$ cat config.mk
export PLATFORM = sky130hd
export DESIGN_NAME = ascon_round_counter_gen
export DESIGN_NICKNAME = d
export VERILOG_FILES = /design/src/rtl/ascon_round_counter_gen_pkg.sv /design/src/rtl/ascon_round_counter_gen_cpt_load.sv /design/src/rtl/ascon_round_counter_gen.sv
export SDC_FILE = /design/constraint.sdc
export NUM_CORES = 1
export LEC_CHECK = 0
export BUFFER_PORTS_ARGS = -buffer_cell sky130_fd_sc_hd__buf_2
export CORE_AREA = 2 2 39 41
export CTS_BUF_LIST = sky130_fd_sc_hd__clkbuf_8
export CTS_CLUSTER_DIAMETER = 100
export DETAILED_ROUTE_END_ITERATION = 8
export DIE_AREA = 0 0 41 43
export GPL_TIMING_DRIVEN = 0
export PLACE_DENSITY_LB_ADDON = 0.3
export SYNTH_ARGS = -nofsm -noshare
export SYNTH_HDL_FRONTEND = slang
export SYNTH_SLANG_ARGS = --single-unit
$ cat constraint.sdc
create_clock -name clock_i -period 4.2 [get_ports clock_i]
set_input_delay 0.63 -clock clock_i [delete_from_list [all_inputs] [get_ports clock_i]]
set_output_delay 0.63 -clock clock_i [all_outputs]
set_load 0.03 [all_outputs]
$ cat src/rtl/ascon_round_counter_gen_pkg.sv
// ascon_pack: shared types and default round schedule for the ASCON round counter
//   round_mode_t  : schedule select encoding (p12 / p8 / p6 / reserved)
//   round_state_t : counter FSM states
//   INIT_P12/P8/P6, NB_ROUNDS_DEF : default start indices and round count
package ascon_pack;
    typedef enum logic [1:0] {MODE_P12, MODE_P8, MODE_P6, MODE_RSV} round_mode_t;
    typedef enum logic {ST_IDLE, ST_RUN} round_state_t;
    localparam int INIT_P12      = 0;
    localparam int INIT_P8       = 4;
    localparam int INIT_P6       = 6;
    localparam int NB_ROUNDS_DEF = 12;
endpackage

$ cat src/rtl/ascon_round_counter_gen_cpt_load.sv
// ascon_cpt_load: loadable, enable-gated counter saturating at max_i, with synchronous clear
//   clock_i, resetb_i : clock, asynchronous active-low reset
//   clr_i             : synchronous clear to 0 (highest priority)
//   load_i/load_val_i : synchronous load
//   en_i              : increment enable, blocked once cpt_o == max_i
//   max_i             : saturation value
//   cpt_o             : counter value
module ascon_cpt_load #(
    parameter int CPT_W = 4
) (
    input  logic             clock_i,
    input  logic             resetb_i,
    input  logic             clr_i,
    input  logic             load_i,
    input  logic [CPT_W-1:0] load_val_i,
    input  logic             en_i,
    input  logic [CPT_W-1:0] max_i,
    output logic [CPT_W-1:0] cpt_o
);
    always_ff @(posedge clock_i or negedge resetb_i) begin
        if (!resetb_i)
            cpt_o <= '0;
        else if (clr_i)
            cpt_o <= '0;
        else if (load_i)
            cpt_o <= load_val_i;
        else if (en_i && cpt_o != max_i)
            cpt_o <= cpt_o + CPT_W'(1);
    end
endmodule

$ cat src/rtl/ascon_round_counter_gen.sv
// ascon_round_counter_gen: ASCON permutation round counter with start/done handshake and per-mode start round
//   clock_i, resetb_i : clock, asynchronous active-low reset
//   start_i, mode_i   : start request and schedule select (0=p12, 1=p8, 2=p6, 3=reserved -> INIT_A)
//   en_i              : round advance, stalls the counter when low
//   abort_i           : synchronous cancel, returns to idle with cpt 0
//   cpt_o             : current round index (round-constant select)
//   busy_o, last_o    : running, running on the last round
//   done_o            : one-cycle pulse after the last round is consumed
//   err_o             : sticky misuse flag, only with ROUND_CNT_ERR_EN defined
module ascon_round_counter_gen
    import ascon_pack::*;
#(
    parameter int CPT_W     = 4,
    parameter int NB_ROUNDS = NB_ROUNDS_DEF,
    parameter int INIT_A    = INIT_P12,
    parameter int INIT_B    = INIT_P8,
    parameter int INIT_C    = INIT_P6
) (
    input  logic             clock_i,
    input  logic             resetb_i,
    input  logic             start_i,
    input  logic [1:0]       mode_i,
    input  logic             en_i,
    input  logic             abort_i,
    output logic [CPT_W-1:0] cpt_o,
    output logic             busy_o,
    output logic             last_o,
    output logic             done_o
`ifdef ROUND_CNT_ERR_EN
   ,output logic             err_o
`endif
);
    localparam logic [CPT_W-1:0] LAST = CPT_W'(NB_ROUNDS - 1);

    if (INIT_A > NB_ROUNDS - 1 || INIT_B > NB_ROUNDS - 1 || INIT_C > NB_ROUNDS - 1 ||
        (2 ** CPT_W) <= NB_ROUNDS - 1) begin : g_bad_cfg
        $error("ascon_round_counter_gen: init index beyond last round or CPT_W too narrow");
    end

    round_state_t     state_q, state_d;
    round_mode_t      mode;
    logic [CPT_W-1:0] init_val;
    logic             run, complete, load;

    assign mode     = round_mode_t'(mode_i);
    assign init_val = (mode == MODE_P8) ? CPT_W'(INIT_B) :
                      (mode == MODE_P6) ? CPT_W'(INIT_C) : CPT_W'(INIT_A);
    assign run      = state_q == ST_RUN;
    assign complete = run && en_i && cpt_o == LAST;
    // A start is only honoured when idle or on the completion edge (back-to-back reload).
    assign load     = !abort_i && start_i && (!run || complete);
    assign busy_o   = run;
    assign last_o   = run && cpt_o == LAST;

    always_ff @(posedge clock_i or negedge resetb_i) begin
        if (!resetb_i)
            state_q <= ST_IDLE;
        else
            state_q <= state_d;
    end

    always_comb begin
        state_d = state_q;
        state_d = abort_i                 ? ST_IDLE :
                  !run                    ? (start_i ? ST_RUN : ST_IDLE) :
                  (complete && !start_i)  ? ST_IDLE : ST_RUN;
    end

    always_ff @(posedge clock_i or negedge resetb_i) begin
        if (!resetb_i)
            done_o <= 1'b0;
        else
            done_o <= !abort_i && complete;
    end

`ifdef ROUND_CNT_ERR_EN
    always_ff @(posedge clock_i or negedge resetb_i) begin
        if (!resetb_i)
            err_o <= 1'b0;
        else if (abort_i)
            err_o <= 1'b0;
        else if (start_i && ((run && !complete) || mode == MODE_RSV))
            err_o <= 1'b1;
    end
`endif

    ascon_cpt_load #(.CPT_W(CPT_W)) u_cpt (
        .clock_i   (clock_i),
        .resetb_i  (resetb_i),
        .clr_i     (abort_i),
        .load_i    (load),
        .load_val_i(init_val),
        .en_i      (run && en_i),
        .max_i     (LAST),
        .cpt_o     (cpt_o)
    );
endmodule

After elaboration in Yosys (flattened, before gate mapping) --
Index checks and enable logic that the tools add are counted.
Word-level totals: output and inout bits 7, register bits 6, bits of input ports 7, word-level logic and storage cells 30
Operators by class: reductions and logical operators 13, add/subtract/negate cells 1, equality and inequality tests 4, muxes and demuxes 9
Operators with widths (count):
- two-way mux 4 bit | 3
- logical AND 1 bit | 8
- two-way mux 3 bit | 2
- adder 4 x 1 -> 4 bit (second input constant) | 1
- equality test 4 bit (second input constant) | 1
- two-way mux 1 bit | 4
- != test 4 bit (second input constant) | 1
- logical NOT 1 bit | 3
- nonzero test 3 bit | 1
- equality test 2 x 1 -> 1 bit (second input constant) | 1
- equality test 2 bit (second input constant) | 1
- logical OR 1 bit | 1

Logic depth before layout (Yosys ltp) --
Gate-level depths: netlist (run 1).
depth after elaboration 6, gate-level depth with buffers 4, mapped depth without buffers 4

By module --
From an unflattened synthesis (run 1), not the netlist that was laid out.
Second synthesis, totals: cell total of the unflattened synthesis 43, area total of the unflattened synthesis 449.2 µm²
Modules (own cells, without submodules):
- ascon_cpt_load | sequential area each 100.1 µm², area an instance 295.3 µm², cells an instance 26, times used 1
- ascon_round_counter_gen | sequential area each 50.0 µm², area an instance 153.9 µm², cells an instance 17, times used 1

Worst setup path before layout (run 1) --
Ideal clock, no wire load.
path kind flip-flop to output port, start point register u_cpt.cpt_o[0], end point output last_o, stages on the path, launching flop included 4, data required time 3.570 ns, arrival 1.352 ns, setup slack 2.218 ns, buffers on the path 0, path through dfrtp_1 ha_1 and3b_1 and2_1
On the way: cells in the longest elaborated chain, start to end 2
Ends and longest elaborated chain:
- start: declaration | line ascon_round_counter_gen_cpt_load.sv:18 | output logic [CPT_W-1:0] cpt_o
- start signal: assignment | line ascon_round_counter_gen_cpt_load.sv:26 | cpt_o <= load_val_i;
- start signal: assignment | line ascon_round_counter_gen_cpt_load.sv:28 | cpt_o <= cpt_o + CPT_W'(1);
- equality test 4 bit | line ascon_round_counter_gen.sv:53 | assign last_o = run && cpt_o == LAST;
- logical AND 1 bit | line ascon_round_counter_gen.sv:53
- end: declaration | line ascon_round_counter_gen.sv:27 | output logic last_o,
Every way passes these cells.

Worst setup path in the final report (run 1) --
Ends and elaborated chain as after synthesis.

==> impl_metrics.env, run 1 <==
export IMPL_use_met1_pct=18.6
export IMPL_timing_final_ws_setup_ns=2.05
export IMPL_vias=389
export IMPL_n_fill_cell=142
export IMPL_drt_wl_total_um=904
export IMPL_placed_area_um2=485
export IMPL_rows=14
export IMPL_yosysUniqueCellTypes=24
export IMPL_synth_edf_count=0
export IMPL_top_usage_layer="met1"
export IMPL_antenna_found_initial=0
export IMPL_clk_latency_ns=0.22
export IMPL_clkSinkCount=6
export IMPL_portBuffers=13
export IMPL_worst_pin_slew_ns=0.310
export IMPL_gp_congestion=0.813
export IMPL_dieWidth_um=41
export IMPL_place_ws_ns=2.31
export IMPL_met2_usage_pct=15.0
export IMPL_numCtsBuffers=3
export IMPL_ctsResizeCount=0
export IMPL_synth_area_um2=400
export IMPL_ant_nets=0
export IMPL_p_leak_uw=0.000265
export IMPL_pin_count=14
export IMPL_ys_flop_type="dfrtp_1"
export IMPL_vias_per_cell=5.19
export IMPL_power_density_mw_per_mm2=335
export IMPL_skew_ns=0.00114
export IMPL_fin_crit_sh_pct=51.1
export IMPL_wl_per_cell_um=12.1
export IMPL_crit_required_ns=3.57
export IMPL_finalSetupTns_ns=0
export IMPL_hold_buffers=0
export IMPL_synth_fp_nets=52
export IMPL_die_area_mm2=0.00176
export IMPL_cts_clk_slew_worst_paths_ns=0.04
export IMPL_report_final_slew_viol_count=0
export IMPL_dp_hpwl_um=689
export IMPL_grt_pass1_vias=342
export IMPL_clock_path_buffers=2
export IMPL_post_cts_setup_buffers=0
export IMPL_status="finished, final reports clean"
export IMPL_cp_startpoint="u_cpt.cpt_o[0]$_DFFE_PN0P_"
export IMPL_endpoint_kind="output port"
export IMPL_cts_tree="done"
export IMPL_antenna_cells=0
export IMPL_ys_seq_area_share_pct=37.5
export IMPL_vdd_drop_max_v=0.000170
export IMPL_rsz0062_at_grt="no"
export IMPL_async_reset_ff_share_pct=100
export IMPL_fmaxAchievable_ghz=0.466
export IMPL_die_y_um=43
export IMPL_netlist_instances=43
export IMPL_setup_violations=0
export IMPL_detail_route_first_pass_iterations=4
export IMPL_cp_start_kind="flip-flop"
export IMPL_drv_cap=0
export IMPL_holdWs_ns=0.223
export IMPL_nets=70
export IMPL_grt_pass1_wl_um=1510
export IMPL_maxSlewHeadroom_pct=79.3
export IMPL_use_met3_pct=9.42
export IMPL_hold_path_class="in -> async"
export IMPL_fin_area_um2=527
export IMPL_reg2reg_from="u_cpt.cpt_o[0]$_DFFE_PN0P_"
export IMPL_reg2reg_depth=4
export IMPL_drtIter0Drc=4
export IMPL_period_minus_slack_ns=2.15
export IMPL_crit_type="reg -> out"
export IMPL_h_tree_depth=1
export IMPL_drive_above_1_share_pct=32.2
export IMPL_synth_seq_cells=6
export IMPL_hold_viol_final=0
export IMPL_drc=0
export IMPL_initial_core_util_pct=28.9
export IMPL_syn_avg_cell_area_um2=9.31
export IMPL_root_buffer="clkbuf_8"
export IMPL_track_usage_pct=13.6
export IMPL_core_mm2=0.00138
export IMPL_cp_data_arrival_time_ns=1.52
export IMPL_grt_start_max_net_pins=11
export IMPL_area_growth_pct=31.6
export IMPL_critPathMaxFanout=6
export IMPL_ys_warn_count=0
export IMPL_grt_overflow_total=0
cells by family (layout without fill, tap and decap cells):
family                     after synthesis  count (layout)  share of synthesized area, %
adders and majority gates                2               2                          6.25
and+or+nand+nor                         18              18                          26.9
AOI/OAI and AO/OA                       12              12                          23.8
DFF                                      6               6                          37.5
buffers and inverters                    5              21                          5.62
worst paths after layout:
check / to / slack (ns)
min reg2reg: u_cpt.cpt_o[3]$_DFFE_PN0P_ / 0.63
max: last_o / 2.05
min: done_o$_DFF_PN0_ / 0.22
max in group asynchronous: u_cpt.cpt_o[2]$_DFFE_PN0P_ / 3.84
max reg2reg: u_cpt.cpt_o[2]$_DFFE_PN0P_ / 2.66
min in group clock_i: u_cpt.cpt_o[3]$_DFFE_PN0P_ / 0.63
routing by layer:
metal / vias up / share of wire, %
met5: - / 0
li1: 199 / -
met1: 173 / 53
met2: 12 / 38
met4: 0 / 2.1
met3: 5 / 7.2
sequential cells by signal (all words and copies together), names as in the netlist:
signal       count
busy_o           1
done_o           1
u_cpt.cpt_o      4
cells in the final DEF, fill, tap and decap left out, drive strengths merged:
cell,netlist,final
a31oi,1,1
nor2,2,2
a211oi,1,1
o311a,2,2
a2111oi,2,2
nand3,2,2
o31ai,1,1
nor2b,2,2
or3,2,2
inv,4,4
clkbuf,0,3
a21oi,2,2
nor3,3,3
dfrtp,6,6
ha,2,2
nand4b,1,1
and3b,1,1
nand3b,1,1
o21ai,2,2
nand2,1,1
nand4,1,1
and2,2,2
buf,1,14
o32ai,1,1
report_power, final:
part | internal (uW) | switching (uW) | total [uW] | leakage (uW)
clock network | 61.5 | 24.5 | 86.0 | 0.0000216
registers | 60.3 | 2.60 | 62.9 | 0.0000812
logic | 10.4 | 17.0 | 27.4 | 0.000162
area by class of cell:
type / instances / area (um^2) / share of cell area (%)
timing repair buffer: 13 / 65.1 / 12.4
inverter: 4 / 15.0 / 2.85
tap: 16 / 20.0 / 3.80
buffer: 1 / 7.51 / 1.43
clock buffer: 3 / 41.3 / 7.84
multi-input combinational: 32 / 228 / 43.2
sequential: 6 / 150 / 28.5
through the flow:
stage / utilization (%) / instances / power [uW]
CTS: 38.1 / 75 / 179
global placement: 35.1 / 72 / 90.9
global route: 38.1 / 75 / 187
detailed placement: 35.1 / 72 / 90.8
finish: 38.1 / 75 / 176
floorplan: - / 43 / 80.2
worst max-delay path, cell delays in order, from the launching register on:
cell	delay [ns]
dfrtp_1	0.42
ha_1	0.26
and3b_1	0.28
and2_1	0.15
buf_2	0.19
synth_stat cells (2+ instances only):
| master | instances | share of area (%) |
|---|---|---|
| nor2b_1 | 2 | 3.1 |
| and2_1 | 2 | 3.1 |
| nor3_1 | 3 | 3.7 |
| o311a_1 | 2 | 5.0 |
| ha_1 | 2 | 6.2 |
| nand3_1 | 2 | 2.5 |
| or3_1 | 2 | 3.1 |
| o21ai_0 | 2 | 2.5 |
| dfrtp_1 | 6 | 37 |
| a21oi_1 | 2 | 2.5 |
| nor2_1 | 2 | 1.9 |
| inv_1 | 4 | 3.7 |
No activity file was read; power rests on OpenSTA's default activity.
==> run 2: changes to the inputs <==
--- a/config.mk
+++ b/config.mk
@@ -5,6 +5,7 @@
 export SDC_FILE = /design/constraint.sdc
 export NUM_CORES = 1
 export LEC_CHECK = 0
+export ABC_AREA = 1
 export BUFFER_PORTS_ARGS = -buffer_cell sky130_fd_sc_hd__buf_2
 export CORE_AREA = 2 2 39 41
 export CTS_BUF_LIST = sky130_fd_sc_hd__clkbuf_8
==> constraint.sdc (replaced) <==
create_clock -name clock_i -period 1.8 [get_ports clock_i]
set_input_delay 0.27 -clock clock_i [delete_from_list [all_inputs] [get_ports clock_i]]
set_output_delay 0.27 -clock clock_i [all_outputs]
set_load 0.03 [all_outputs]
==> run 2 against run 1 <==
  * Via count decreased by 6.2%
  * Combinational power increased to 2.9 times the previous value
  * Hold slack improved by 0.025 ns
  * Clock skew decreased by 0.00090 ns
  * Core utilization increased by 0.99 points
  * Synthesized cell count increased by 26%
  * Critical path depth increased by 2
  * Clock-buffer cell count unchanged
  * Total power increased by 140%
  * Critical path type unchanged
==> impl_metrics.env, run 2 <==
export IMPL_synth_top_family_by_area="simple AND/OR/NAND/NOR gates"
export IMPL_initial_core_util_pct=29.2
export IMPL_ys_warn_count=0
export IMPL_fmaxAchievable_ghz=0.621
export IMPL_worst_pin_slew_ns=0.280
export IMPL_netlist_area_leader_share_pct=37.2
export IMPL_cts_tree="done"
export IMPL_root_buffer="clkbuf_8"
export IMPL_multiInputGateArea_um2=209
export IMPL_die_y_um=43
export IMPL_ant_nets=0
export IMPL_synth_fa_ha_area_share_pct=6.19
export IMPL_crit_required_ns=1.53
export IMPL_dp_hpwl_um=624
export IMPL_drv_cap=0
export IMPL_nets=82
export IMPL_synth_area_um2=404
export IMPL_min_from="abort_i"
export IMPL_cts_clk_slew_worst_paths_ns=0.03
export IMPL_period_minus_slack_ns=1.61
export IMPL_die_area_mm2=0.00176
export IMPL_reg2reg_from="u_cpt.cpt_o[0]$_DFFE_PN0P_"
export IMPL_maxSlewHeadroom_pct=81.3
export IMPL_core_mm2=0.00138
export IMPL_drive_above_1_share_pct=33.8
export IMPL_antenna_found_initial=0
export IMPL_track_usage_pct=12.4
export IMPL_cp_startpoint="u_cpt.cpt_o[0]$_DFFE_PN0P_"
export IMPL_clock_path_buffers=2
export IMPL_cp_start_kind="flip-flop"
export IMPL_top_register="u_cpt.cpt_o"
export IMPL_ys_flop_type="dfrtp_1"
export IMPL_hold_path_class="in -> reg"
export IMPL_synth_xor_area_share_pct=0
export IMPL_grt_start_max_net_pins=7
export IMPL_vdd_drop_max_v=0.000360
export IMPL_hold_viol_final=0
export IMPL_netlist_instances=54
export IMPL_cp_cell_sequence="ha_1, nand2_1, nor2_4, inv_1, nor2_1, buf_2"
export IMPL_muxShareOfSynthArea_pct=0
export IMPL_fin_crit_sh_pct=89.4
export IMPL_finalSetupTns_ns=0
export IMPL_numCtsBuffers=3
export IMPL_rows=14
export IMPL_report_final_slew_viol_count=0
export IMPL_grt_pass1_wl_um=1350
export IMPL_syn_avg_cell_area_um2=7.48
export IMPL_critPathMaxFanout=5
export IMPL_power_density_mw_per_mm2=794
export IMPL_setup_violations=0
export IMPL_crit_type="reg -> out"
export IMPL_drt_wl_total_um=793
export IMPL_netlist_top_cell_by_area="dfrtp_1"
export IMPL_synth_seq_cells=6
export IMPL_grt_overflow_total=0
export IMPL_p_leak_uw=0.000309
export IMPL_ctsResizeCount=0
export IMPL_pin_count=14
export IMPL_synth_edf_count=0
export IMPL_synth_compound_area_share_pct=6.50
export IMPL_yosysUniqueCellTypes=17
export IMPL_gp_congestion=0.679
export IMPL_synthTopCellsByCount="inv_1, nand2_1, dfrtp_1, nor2_1, nand3_1"
export IMPL_holdWs_ns=0.248
export IMPL_area_growth_pct=33.7
export IMPL_synth_fp_nets=63
export IMPL_clk_latency_ns=0.22
export IMPL_drtIter0Drc=8
export IMPL_synth_area_leaders="dfrtp_1, inv_1, nand2_1"
export IMPL_cpPeakStageDelay_ns=0.39
export IMPL_drc=0
export IMPL_post_cts_setup_buffers=0
export IMPL_h_tree_depth=1
export IMPL_vias=365
export IMPL_status="finished, final reports clean"
export IMPL_largest_reg_flops=4
export IMPL_n_fill_cell=152
export IMPL_critPathSlowestCell="dfrtp_1"
export IMPL_mostFrequentLayoutCell="buf_2"
export IMPL_ys_seq_area_share_pct=37.2
export IMPL_async_reset_ff_share_pct=100
export IMPL_clkSinkCount=6
export IMPL_register_area_um2=150
export IMPL_synth_simple_area_share_pct=39.0
export IMPL_wl_per_cell_um=9.11
export IMPL_grt_pass1_vias=314
export IMPL_vias_per_cell=4.20
export IMPL_portBuffers=13
export IMPL_antenna_cells=0
export IMPL_rsz0062_at_grt="no"
export IMPL_endpoint_kind="output port"
export IMPL_final_cell_mix="buf_2, inv_1, nand2_1, nor2_1, dfrtp_1"
export IMPL_dieWidth_um=41
export IMPL_cp_data_arrival_time_ns=1.34
export IMPL_skew_ns=0.000234
export IMPL_detail_route_first_pass_iterations=4
## run 2: cell types whose count changed after synthesis, moves of 2 or more
cell and change:
or3_1 -2, nand2_1 +11, nor2b_1 -2, nor3_1 -3, and2_1 -2, o311a_1 -2, nand3_1 +2, nor2_1 +4
inv_1 +7
## run 2: through the flow
stage | power (uW) | utilization [%] | setup WS (ns) | cells | cell area [um^2]
4_1_cts | 434 | 39.1 | 0.166 | 87 | 541
3_5_place_dp | 232 | 35.4 | 0.361 | 83 | 489
5_1_grt | 456 | 39.1 | 0.0894 | 87 | 541
2_1_floorplan | 207 | - | 0.0991 | 54 | 404
6_report | 429 | 39.1 | 0.190 | 87 | 541
3_3_place_gp | 231 | 35.4 | 0.386 | 83 | 489
## run 2: layer usage
metal | global-route usage (%) | part of all wire [%] | wire, um | vias up
met4 | 14.0 | 5.5 | 44 | 0
met3 | 4.71 | 2.5 | 20 | 4
met1 | 15.3 | 46 | 364 | 152
li1 | - | - | - | 201
met5 | 0 | 0 | 0 | -
met2 | 14.4 | 46 | 363 | 8
## run 2: repair_timing
action,in CTS,in global routing
hold endpoints to repair,6,0
hold buffers,1,0
setup endpoints to repair,0,0
## run 2: worst paths after layout
path                                               to  slack [ns]  cells after the start
max in group asynchronous  u_cpt.cpt_o[3]$_DFFE_PN0P_        1.25                      2
min reg2reg                u_cpt.cpt_o[3]$_DFFE_PN0P_        0.57                      3
min in group asynchronous            busy_o$_DFF_PN0_        0.41                      2
max reg2reg                u_cpt.cpt_o[3]$_DFFE_PN0P_        0.37                      9
min                                  done_o$_DFF_PN0_        0.25                      2
max                                            last_o        0.19                      6
## run 2: cells by family (layout without fill, tap and decap cells)
| family | Yosys count | count (layout) |
|---|---|---|
| and+or+nand+nor | 30 | 30 |
| buffers and inverters | 12 | 29 |
| DFF | 6 | 6 |
| AOI/OAI and AO/OA | 4 | 4 |
| adders and majority gates | 2 | 2 |
## run 2: worst max-delay path: cells and delay by family (launching register included)
kind                     cells  cell delay [ns]
AND/OR/NAND/NOR              3             0.28
buffers and inverters        2             0.25
adder cells (fa/ha/maj)      1             0.20
flip-flops                   1             0.39
## run 2: power by group
group | switching [uW] | internal (uW)
registers | 9.90 | 144
clock network | 54.0 | 143
logic | 50.7 | 27.5
## run 2: final cells by class
class / count / share of cell area (%)
clock buffer: 3 / 7.64
inverter: 12 / 8.33
multi-input combinational: 36 / 38.7
sequential: 6 / 27.8
tap: 16 / 3.70
timing repair buffer: 14 / 13.9
